<file path="src/rtl/arb_pkg.sv">
// Shared types and helpers for the 4-way round-robin mux arbiter.
package arb_pkg;

    localparam int unsigned N_REQ = 4;

    typedef enum logic {IDLE, BUSY} arb_state_t;

    function automatic logic [N_REQ-1:0] onehot4(input logic [1:0] idx);
        onehot4 = 4'b0001 << idx;
    endfunction

endpackage

</file>
<file path="src/rtl/rr_pick4.sv">
// Combinational round-robin pick: first set request at or after base, wrapping 3 -> 0.
module rr_pick4
    import arb_pkg::*;
(
    input  logic [N_REQ-1:0] req,
    input  logic [1:0]       base,
    output logic             found,
    output logic [1:0]       idx
);

    logic [N_REQ-1:0] rot;
    logic [1:0]       off;

    always_comb begin
        rot = '0;
        for (int j = 0; j < N_REQ; j++) begin
            rot[j] = req[base + 2'(j)];
        end

        // Fixed-priority first-one on the rotated vector; bit 0 is the base index.
        off = 2'd0;
        for (int j = N_REQ - 1; j >= 0; j--) begin
            if (rot[j]) begin
                off = 2'(j);
            end
        end

        found = |rot;
        idx   = base + off;
    end

endmodule

</file>
<file path="src/rtl/mux4_arbiter.sv">
// Round-robin arbiter owning the sel of a shared 4:1 mux, with a per-tenure hold limit.
module mux4_arbiter
    import arb_pkg::*;
#(
    parameter int unsigned MAX_HOLD = 8
) (
    input  logic             clk,
    input  logic             reset,
    input  logic [N_REQ-1:0] req,
    output logic [N_REQ-1:0] grant,
    output logic [1:0]       sel,
    output logic             valid
);

    localparam int unsigned HW = $clog2(MAX_HOLD + 1);

    arb_state_t       state_q, state_d;
    logic [1:0]       owner_q, owner_d;
    logic [1:0]       ptr_q, ptr_d;
    logic [HW-1:0]    hold_cnt_q, hold_cnt_d;
    logic [N_REQ-1:0] grant_q, grant_d;
    logic [1:0]       sel_q, sel_d;
    logic             valid_q, valid_d;

    logic [1:0] base;
    logic       found;
    logic [1:0] win_idx;
    logic       tenure_end;

    // While busy the base is owner+1, which makes the old owner lowest priority on handover.
    assign base = (state_q == IDLE) ? ptr_q : owner_q + 2'd1;

    rr_pick4 u_pick (
        .req   (req),
        .base  (base),
        .found (found),
        .idx   (win_idx)
    );

    assign tenure_end = !req[owner_q] || (hold_cnt_q == HW'(MAX_HOLD));

    always_comb begin
        state_d    = state_q;
        owner_d    = owner_q;
        ptr_d      = ptr_q;
        hold_cnt_d = hold_cnt_q;
        grant_d    = grant_q;
        sel_d      = sel_q;
        valid_d    = valid_q;

        if (state_q == BUSY && !tenure_end) begin
            hold_cnt_d = hold_cnt_q + HW'(1);
        end else begin
            if (state_q == BUSY) begin
                ptr_d = owner_q + 2'd1;
            end
            if (found) begin
                state_d    = BUSY;
                owner_d    = win_idx;
                hold_cnt_d = HW'(1);
                grant_d    = onehot4(win_idx);
                sel_d      = win_idx;
                valid_d    = 1'b1;
            end else begin
                // sel keeps the last owner so the mux output stays stable while idle.
                state_d    = IDLE;
                hold_cnt_d = '0;
                grant_d    = '0;
                valid_d    = 1'b0;
            end
        end
    end

    always_ff @(posedge clk) begin
        if (reset) begin
            state_q    <= IDLE;
            owner_q    <= 2'd0;
            ptr_q      <= 2'd0;
            hold_cnt_q <= '0;
            grant_q    <= '0;
            sel_q      <= 2'd0;
            valid_q    <= 1'b0;
        end else begin
            state_q    <= state_d;
            owner_q    <= owner_d;
            ptr_q      <= ptr_d;
            hold_cnt_q <= hold_cnt_d;
            grant_q    <= grant_d;
            sel_q      <= sel_d;
            valid_q    <= valid_d;
        end
    end

    assign grant = grant_q;
    assign sel   = sel_q;
    assign valid = valid_q;

endmodule

</file>
<file path="config.mk">
export PLATFORM = sky130hd
export DESIGN_NAME = mux4_arbiter
export DESIGN_NICKNAME = d
export VERILOG_FILES = /design/src/rtl/arb_pkg.sv /design/src/rtl/rr_pick4.sv /design/src/rtl/mux4_arbiter.sv
export SDC_FILE = /design/constraint.sdc
export NUM_CORES = 1
export LEC_CHECK = 0
export BUFFER_PORTS_ARGS = -buffer_cell sky130_fd_sc_hd__buf_2
export CORE_MARGIN = 2
export CORE_UTILIZATION = 25
export DETAILED_ROUTE_END_ITERATION = 8
export PLACE_DENSITY = 0.47
export SLEW_MARGIN = 20
export SYNTH_ARGS = -nofsm -noshare
export SYNTH_HDL_FRONTEND = slang
export SYNTH_SLANG_ARGS = --single-unit
</file>
<file path="constraint.sdc">
create_clock -name clk -period 6.15 [get_ports clk]
set_input_delay 0.3075 -clock clk [delete_from_list [all_inputs] [get_ports clk]]
set_output_delay 0.3075 -clock clk [all_outputs]
set_load 0.05 [all_outputs]
</file>
==> metrics.txt, run 1 <==
Post-DRT Antenna Nets 0; Worst VDD drop 0.000193 V; clock buffer depth 2; peak fanout along the critical path 9; Routed wire per std cell 12.7 um; GRT overflow 0; status completed; routed wire length 1950 um; I/O Buffers 12; vias in the first global route 714; Via density 4.86; final non-filler cell total 154; gpl congestion 0.773; fraction of registers with async set/reset 0; cell count after synthesis 99; most frequent cells in the layout 13 x nor2_1, 13 x dfxtp_1, 12 x buf_2, 7 x a21oi_1, 5 x nand2_1; Least-Margin Pin Slew 0.971 ns; post-place setup slack 3.29 ns; post-synth net total 108; die height 62.2 um; Inserted Diodes 0; post-synthesis average cell area 8.54 um2; drt first pass iters 4; worst hold path class in -> reg; sequential area share after synthesis 0.308; Tmin final 2.88 ns; Pwr per Cell Area 369 nW/um2; Synth Flop Type dfxtp_1; largest net degree at the start of global routing 15; clk root buf clkbuf_4; DP HPWL 1480 um; Synth-to-Final Area Change 11.7%; initial DRC count 37; Critical Path End Type register; Final Worst Setup Slack 3.27 ns; cts hold-fix bufs 0; synthesis-stage register bit count 13; Total Routing Usage GR 0.107; Final period util 0.469; CTS Buf Count 3; crit path DAT 3.10 ns; Ports 13; Ys Warns 0; first-pass GRT wire length 3390 um; Setup CP Type reg -> reg; # rows 21; initial antenna violation count 0; post-layout util 0.288; synthesized cell area 846 um2; Fmax 0.347 GHz; hold_ws 0.332 ns; count of cell types in the netlist 39; Cells after DPL 150; Post-route DRC 0; Post-CTS Setup Bufs 0; CTS resizes 0; area leader, netlist dfxtp_1; top-area cell type share of the netlist area 0.308; Worst-Skew Late Latency 0.27 ns; top post-synthesis cells by area dfxtp_1 31%, nor2_1 5.8%, ha_1 4.4%, a21oi_1 4.1%, o211ai_1 3.6%; final net count 118; Slew headroom 0.351; setup violators final 0; total core area 3280 um2; Max-Cap Viols 0; Vias 748; number of synthesized flops with an enable pin 0; clock skew 0.00604 ns; CTS tree built; Setup TNS 0 ns; Pleak 0.372 nW; Die Area 3860 um2; width of the die 62.2 um; H-tree depth 1; Worst-path clk slew 0.09 ns; max-slew violation count 0; clock sinks 13; Worst Path Required 6.36 ns; crit start category register; Final Hold Vio Count 0; RSZ-0062 raised after global routing no; Initial Util 0.258; layout cells sized above 1 0.185
==> final cells by class <==
class | instances | area [um2]
Multi-Input combinational cell | 74 | 520
Clock inverter | 1 | 5.00
Inverter | 5 | 18.8
Timing Repair Buffer | 12 | 60.1
Sequential cell | 13 | 260
Clock buffer | 3 | 22.5
Tap cell | 46 | 57.6
Fill cell | 376 | 2340
==> cell usage after synthesis, types with 2 or more instances <==
master and n:
nor3_1 3, a21oi_1 7, buf_2 4, ha_1 3, nor2_1 13, buf_6 2
o32a_1 2, a2111oi_0 2, dfxtp_1 13, xnor2_1 2, a32o_1 2, o211ai_1 4
xor2_1 3, mux2i_1 2, inv_1 4, nand2_1 5, nand3_1 4, a311oi_1 2
and3_1 2
==> final timing paths <==
kind | startpoint | end | slack, ns | cells past startpoint
max | sel[0]$_SDFFE_PP0P_ | grant[2]$_SDFFE_PP0N_ | 3.27 | 9
min | reset | ptr_q[0]$_SDFFE_PP0N_ | 0.33 | 2
max reg2reg | sel[0]$_SDFFE_PP0P_ | grant[2]$_SDFFE_PP0N_ | 3.27 | 9
min reg2reg | grant[2]$_SDFFE_PP0N_ | grant[2]$_SDFFE_PP0N_ | 0.47 | 2
==> cell families after synthesis <==
kind of cell / count (synthesis) / synth area share
buffers and inverters: 12 / 0.0769
AOI/OAI and AO/OA: 26 / 0.228
adders and majority gates: 3 / 0.0444
and+or+nand+nor: 37 / 0.241
DFF: 13 / 0.308
xor gates and xnor gates: 5 / 0.0518
muxes: 3 / 0.0503
==> where the power goes <==
group          switching [W]  leakage [nW]  internal, W
clock              0.0000287        0.0177    0.0000241
combinational       0.000113         0.247    0.0000580
sequential         0.0000230         0.107     0.000102
total               0.000165         0.372     0.000184
==> sequential cells by signal, indices dropped and copies added (netlist names) <==
signal	flops
sel	2
ptr_q	2
hold_cnt_q	4
valid	1
grant	4
==> stage by stage <==
stage                     power [W]  instance area (um2)
after floorplan            0.000268                  846
after global placement     0.000297                  917
after detailed placement   0.000298                  917
after CTS                  0.000353                  945
after global routing       0.000375                  945
final                      0.000349                  945
==> per-layer routing <==
layer	vias up	global-route usage	wire, um
met1	357	0.143	1010
met4	0	0.0250	0
li1	382	-	-
met3	0	0.0326	51
met5	-	0	0
met2	9	0.168	892
==> worst max-delay path, cell delays in order (launching register included) <==
cell     delay, ns
dfxtp_1       0.58
xor2_1        0.14
a21oi_1       0.40
a21oi_1       0.13
o32a_1        0.18
a22oi_1       0.18
ha_1          0.31
nor4_4        0.34
or4b_1        0.46
nand3_1       0.09
Power figures use the tool's default switching activity.
==> run 2, diff against run 1 <==
Clock period 6.15 ns to 2.7 ns, I/O delays scaled along.
==> metrics.txt, run 2 (synthesis results as in run 1) <==
status completed; Final period util 0.926 (+0.457); Worst path slowest cell or4b_1; initial antenna violation count 0 (unchanged); crit start category register; Fmax 0.400 GHz (+15%); Ports 13 (unchanged); clk root buf clkbuf_4; Die Area 3860 um2 (unchanged); Post-DRT Antenna Nets 0 (unchanged); CP bufs+invs 0 (unchanged); gpl congestion 0.805 (+4.2%); Final Hold Vio Count 0 (unchanged); largest net degree at the start of global routing 10 (-5); CTS tree built; peak fanout along the critical path 6 (-3); width of the die 62.2 um (unchanged); Setup CP Type reg -> reg; drt first pass iters 4 (unchanged); max-slew violation count 0 (unchanged); first-pass GRT wire length 3820 um (+13%); most frequent cells in the layout 13 x nor2_1, 12 x buf_2, 10 x dfxtp_1, 6 x a21oi_1; Worst-Skew Late Latency 0.27 ns (about the same); final net count 123 (+4.2%); Pleak 0.396 nW (+6.3%); Via density 4.75 (-2.2%); worst hold path class in -> reg; Least-Margin Pin Slew 0.704 ns (-0.267 ns); H-tree depth 1 (unchanged); clock buffer depth 2 (unchanged); Max-Cap Viols 0 (unchanged); Post-route DRC 0 (unchanged); I/O Buffers 12 (unchanged); Vias 755 (+0.94%); # rows 21 (unchanged); crit path DAT 2.72 ns (-0.38 ns); hold_ws 0.178 ns (-0.153 ns); Total Routing Usage GR 0.123 (+0.0165); most common cell after layout, fill and taps aside nor2_1; Pwr per Cell Area 846 nW/um2 (+130%); CP cell instances xor2_1 > a21oi_2 > a21oi_1 > o32a_1 > a22oi_1 > ha_1 > nor4_4 > or4b_1 > nand3_1; Worst Path Required 2.92 ns (-3.44 ns); setup violators final 0 (unchanged); routed wire length 2100 um (+7.6%); Initial Util 0.258 (unchanged); post-place setup slack 0.174 ns (-3.11 ns); clock skew 0.00204 ns (-0.00400 ns); die height 62.2 um (unchanged); Worst VDD drop 0.000287 V (+49%); Synth-to-Final Area Change 16.9%; fillers 354 (-5.9%); layout cells sized above 1 0.248 (+0.0626); clock sinks 13 (unchanged); GRT overflow 0 (unchanged); Inserted Diodes 0 (unchanged); Critical Path Max Stage Delay 0.45 ns (-0.13 ns); vias in the first global route 792 (+11%); CTS Buf Count 3 (unchanged); RSZ-0062 raised after global routing no; Final Worst Setup Slack 0.200 ns (-3.07 ns); Critical Path End Type register; Slew headroom 0.526 (+0.175); Routed wire per std cell 13.2 um (+4.2%); Setup TNS 0 ns (unchanged); Worst-path clk slew 0.09 ns (about the same); CP top delay family simple AND/OR/NAND/NOR gates; initial DRC count 54 (+46%); total core area 3280 um2 (unchanged); Tmin final 2.50 ns (-0.384 ns); DP HPWL 1550 um (+5.1%)
[run 2: worst register-to-register path, stage by stage (launching register included)]
cell,delay [ns]
dfxtp_2,0.34
xor2_1,0.18
a21oi_2,0.27
a21oi_1,0.11
o32a_1,0.17
a22oi_1,0.18
ha_1,0.31
nor4_4,0.34
or4b_1,0.45
nand3_1,0.09
[run 2: metal layers]
metal,routed length (um),vias up,GRT usage
li1,-,393,-
met1,1090,353,0.161
met2,944,7,0.200
met3,45,2,0.0399
met4,17,0,0.0250
met5,0,-,0
[run 2: timing repair]
item,CTS,global route
setup endpoints to repair,0,1
setup buffers,0,1
hold buffers,0,0
hold endpoints to repair,0,0
resized for setup,0,1
[run 2: final timing paths]
check        slack [ns]  cells after the start                  start                     to
min                0.18                      2                  reset  ptr_q[1]$_SDFFE_PP0N_
min reg2reg        0.47                      2  grant[2]$_SDFFE_PP0N_  grant[2]$_SDFFE_PP0N_
max                0.20                      9    sel[0]$_SDFFE_PP0P_  grant[2]$_SDFFE_PP0N_
max reg2reg        0.20                      9    sel[0]$_SDFFE_PP0P_  grant[2]$_SDFFE_PP0N_
[run 2: final cells by class]
type	instances	area, um2	share of cell area
multi-input cells	74	524	0.530
repair buffers	17	97.6	0.0987
clock buffers	4	26.3	0.0266
flip-flops and latches	13	264	0.267
inverters	5	18.8	0.0190
well taps	46	57.6	0.0582
[run 2: per-stage QoR]
stage	instances	total power [W]	instance area [um2]	utilization
2_1_floorplan	99	0.000617	852	-
3_3_place_gp	154	0.000704	953	0.290
3_5_place_dp	154	0.000706	953	0.290
4_1_cts	158	0.000835	980	0.298
5_1_grt	159	0.000908	988	0.301
6_report	159	0.000836	988	0.301
[run 2: where the power goes]
| part | switching (W) | leakage, nW | internal, W |
|---|---|---|---|
| logic | 0.000290 | 0.273 | 0.000156 |
| clock network | 0.0000672 | 0.0150 | 0.0000572 |
| registers | 0.0000314 | 0.108 | 0.000234 |
| total | 0.000389 | 0.396 | 0.000447 |
==> run 3, diff against run 2 <==
Settings changed: CTS_BUF_LIST from default to sky130_fd_sc_hd__clkbuf_4 sky130_fd_sc_hd__clkbuf_8, PLACE_DENSITY 0.47 to default.
==> metrics.txt, run 3 (synthesis results as in run 1) <==
status completed; most common cell after layout, fill and taps aside nor2_1; Critical Path End Type register; post-place setup slack 0.192 ns (+0.0183 ns); total core area 3280 um2 (unchanged); crit start category register; die height 62.2 um (unchanged); Worst Path Required 2.92 ns (about the same); H-tree depth 1 (unchanged); Final period util 0.930 (+0.00404); crit path DAT 2.73 ns (about the same); Max-Cap Viols 0 (unchanged); hold_ws 0.155 ns (-0.0236 ns); Worst-path clk slew 0.08 ns (about the same); Least-Margin Pin Slew 0.713 ns (+0.00895 ns); Routed wire per std cell 11.7 um (-12%); Synth-to-Final Area Change 16.1%; Initial Util 0.258 (unchanged); Final Hold Vio Count 0 (unchanged); Total Routing Usage GR 0.103 (-0.0201); initial DRC count 50 (-7.4%); Via density 4.89 (+2.9%); clock skew 0.00161 ns (-0.000425 ns); Post-DRT Antenna Nets 0 (unchanged); DP HPWL 1430 um (-8.0%); CTS Buf Count 3 (unchanged); Pleak 0.394 nW (-0.39%); Die Area 3860 um2 (unchanged); Setup TNS 0 ns (unchanged); # rows 21 (unchanged); vias in the first global route 733 (-7.4%); Pwr per Cell Area 823 nW/um2 (-2.7%); I/O Buffers 12 (unchanged); Slew headroom 0.520 (-0.00602); CTS tree built; peak fanout along the critical path 7 (+1); Tmin final 2.51 ns (+0.0109 ns); fillers 355 (+0.28%); first-pass GRT wire length 3310 um (-13%); GRT overflow 0 (unchanged); Worst-Skew Late Latency 0.27 ns (about the same); Inserted Diodes 0 (unchanged); max-slew violation count 0 (unchanged); drt first pass iters 4 (unchanged); Fmax 0.398 GHz (-0.43%); Ports 13 (unchanged); R2R Setup Slk 0.19 ns (about the same); gpl congestion 0.868 (+7.8%); final net count 122 (-0.81%); cts hold-fix bufs 0 (unchanged); width of the die 62.2 um (unchanged); Final Worst Setup Slack 0.189 ns (-0.0109 ns); layout cells sized above 1 0.250 (+0.00221); clk root buf clkbuf_4; RSZ-0062 raised after global routing no; routed wire length 1850 um (-12%); Vias 772 (+2.3%); Setup CP Type reg -> reg; initial antenna violation count 0 (unchanged); worst hold path class in -> reg; Worst VDD drop 0.000286 V (-0.31%); Post-route DRC 0 (unchanged); setup violators final 0 (unchanged); clock buffer depth 2 (unchanged); most frequent cells in the layout 13 x nor2_1, 12 x buf_2, 10 x dfxtp_1, 6 x a21oi_1, 5 x nand2_1; clock sinks 13 (unchanged); largest net degree at the start of global routing 10 (unchanged)
[run 3: cell count changes in the layout (fill, tap and decap cells not counted)]
| cell | previous run | this run |
|---|---|---|
| buf_4 | 5 | 4 |
| clkbuf_1 | 1 | 0 |
| clkinv_2 | 0 | 1 |
[run 3: cell type report]
type,count,area [um2],area share
repair buffers,16,90.1,0.0917
clock inverters,1,5.00,0.00510
well taps,46,57.6,0.0586
clock buffers,3,22.5,0.0229
multi-input cells,74,524,0.534
inverters,5,18.8,0.0191
flip-flops and latches,13,264,0.269
[run 3: what timing repair did]
| action | CTS | global route |
|---|---|---|
| gates resized for setup | 0 | 1 |
| buffers inserted | 0 | 0 |
| setup endpoints to repair | 0 | 1 |
[run 3: metrics by stage]
step           utilization  std cells  instance area, um2  power [W]
3_3_place_gp         0.290        154                 953   0.000695
4_1_cts              0.299        158                 981   0.000815
3_5_place_dp         0.290        154                 953   0.000693
5_1_grt              0.299        158                 982   0.000870
6_report             0.299        158                 982   0.000808
2_1_floorplan            -         99                 852   0.000617
[run 3: worst max-delay path, cell delays in order (launching register included)]
cell     delay, ns
dfxtp_2       0.37
xor2_1        0.17
a21oi_2       0.27
a21oi_1       0.11
o32a_1        0.17
a22oi_1       0.18
ha_1          0.31
nor4_4        0.33
or4b_1        0.45
nand3_1       0.09
[run 3: final timing paths]
check                                      startpoint                    end  depth (start not counted)
worst max-delay path              sel[1]$_SDFFE_PP0P_  grant[2]$_SDFFE_PP0N_                          9
worst min-delay path                            reset  ptr_q[0]$_SDFFE_PP0N_                          2
worst max register to register    sel[1]$_SDFFE_PP0P_  grant[2]$_SDFFE_PP0N_                          9
worst min register to register  grant[2]$_SDFFE_PP0N_  grant[2]$_SDFFE_PP0N_                          2
[run 3: report_power, final]
part,switching (W),internal (W),leakage [nW],total [W]
registers,0.0000336,0.000234,0.108,0.000268
logic,0.000275,0.000147,0.269,0.000422
clock network,0.0000644,0.0000548,0.0177,0.000119
[run 3: per-layer routing]
| metal | up-vias | part of all wire | global-route usage |
|---|---|---|---|
| met5 | - | 0 | 0 |
| met1 | 365 | 0.51 | 0.134 |
| li1 | 393 | - | - |
| met3 | 2 | 0.028 | 0.0236 |
| met2 | 12 | 0.46 | 0.170 |
| met4 | 0 | 0.0065 | 0.0333 |
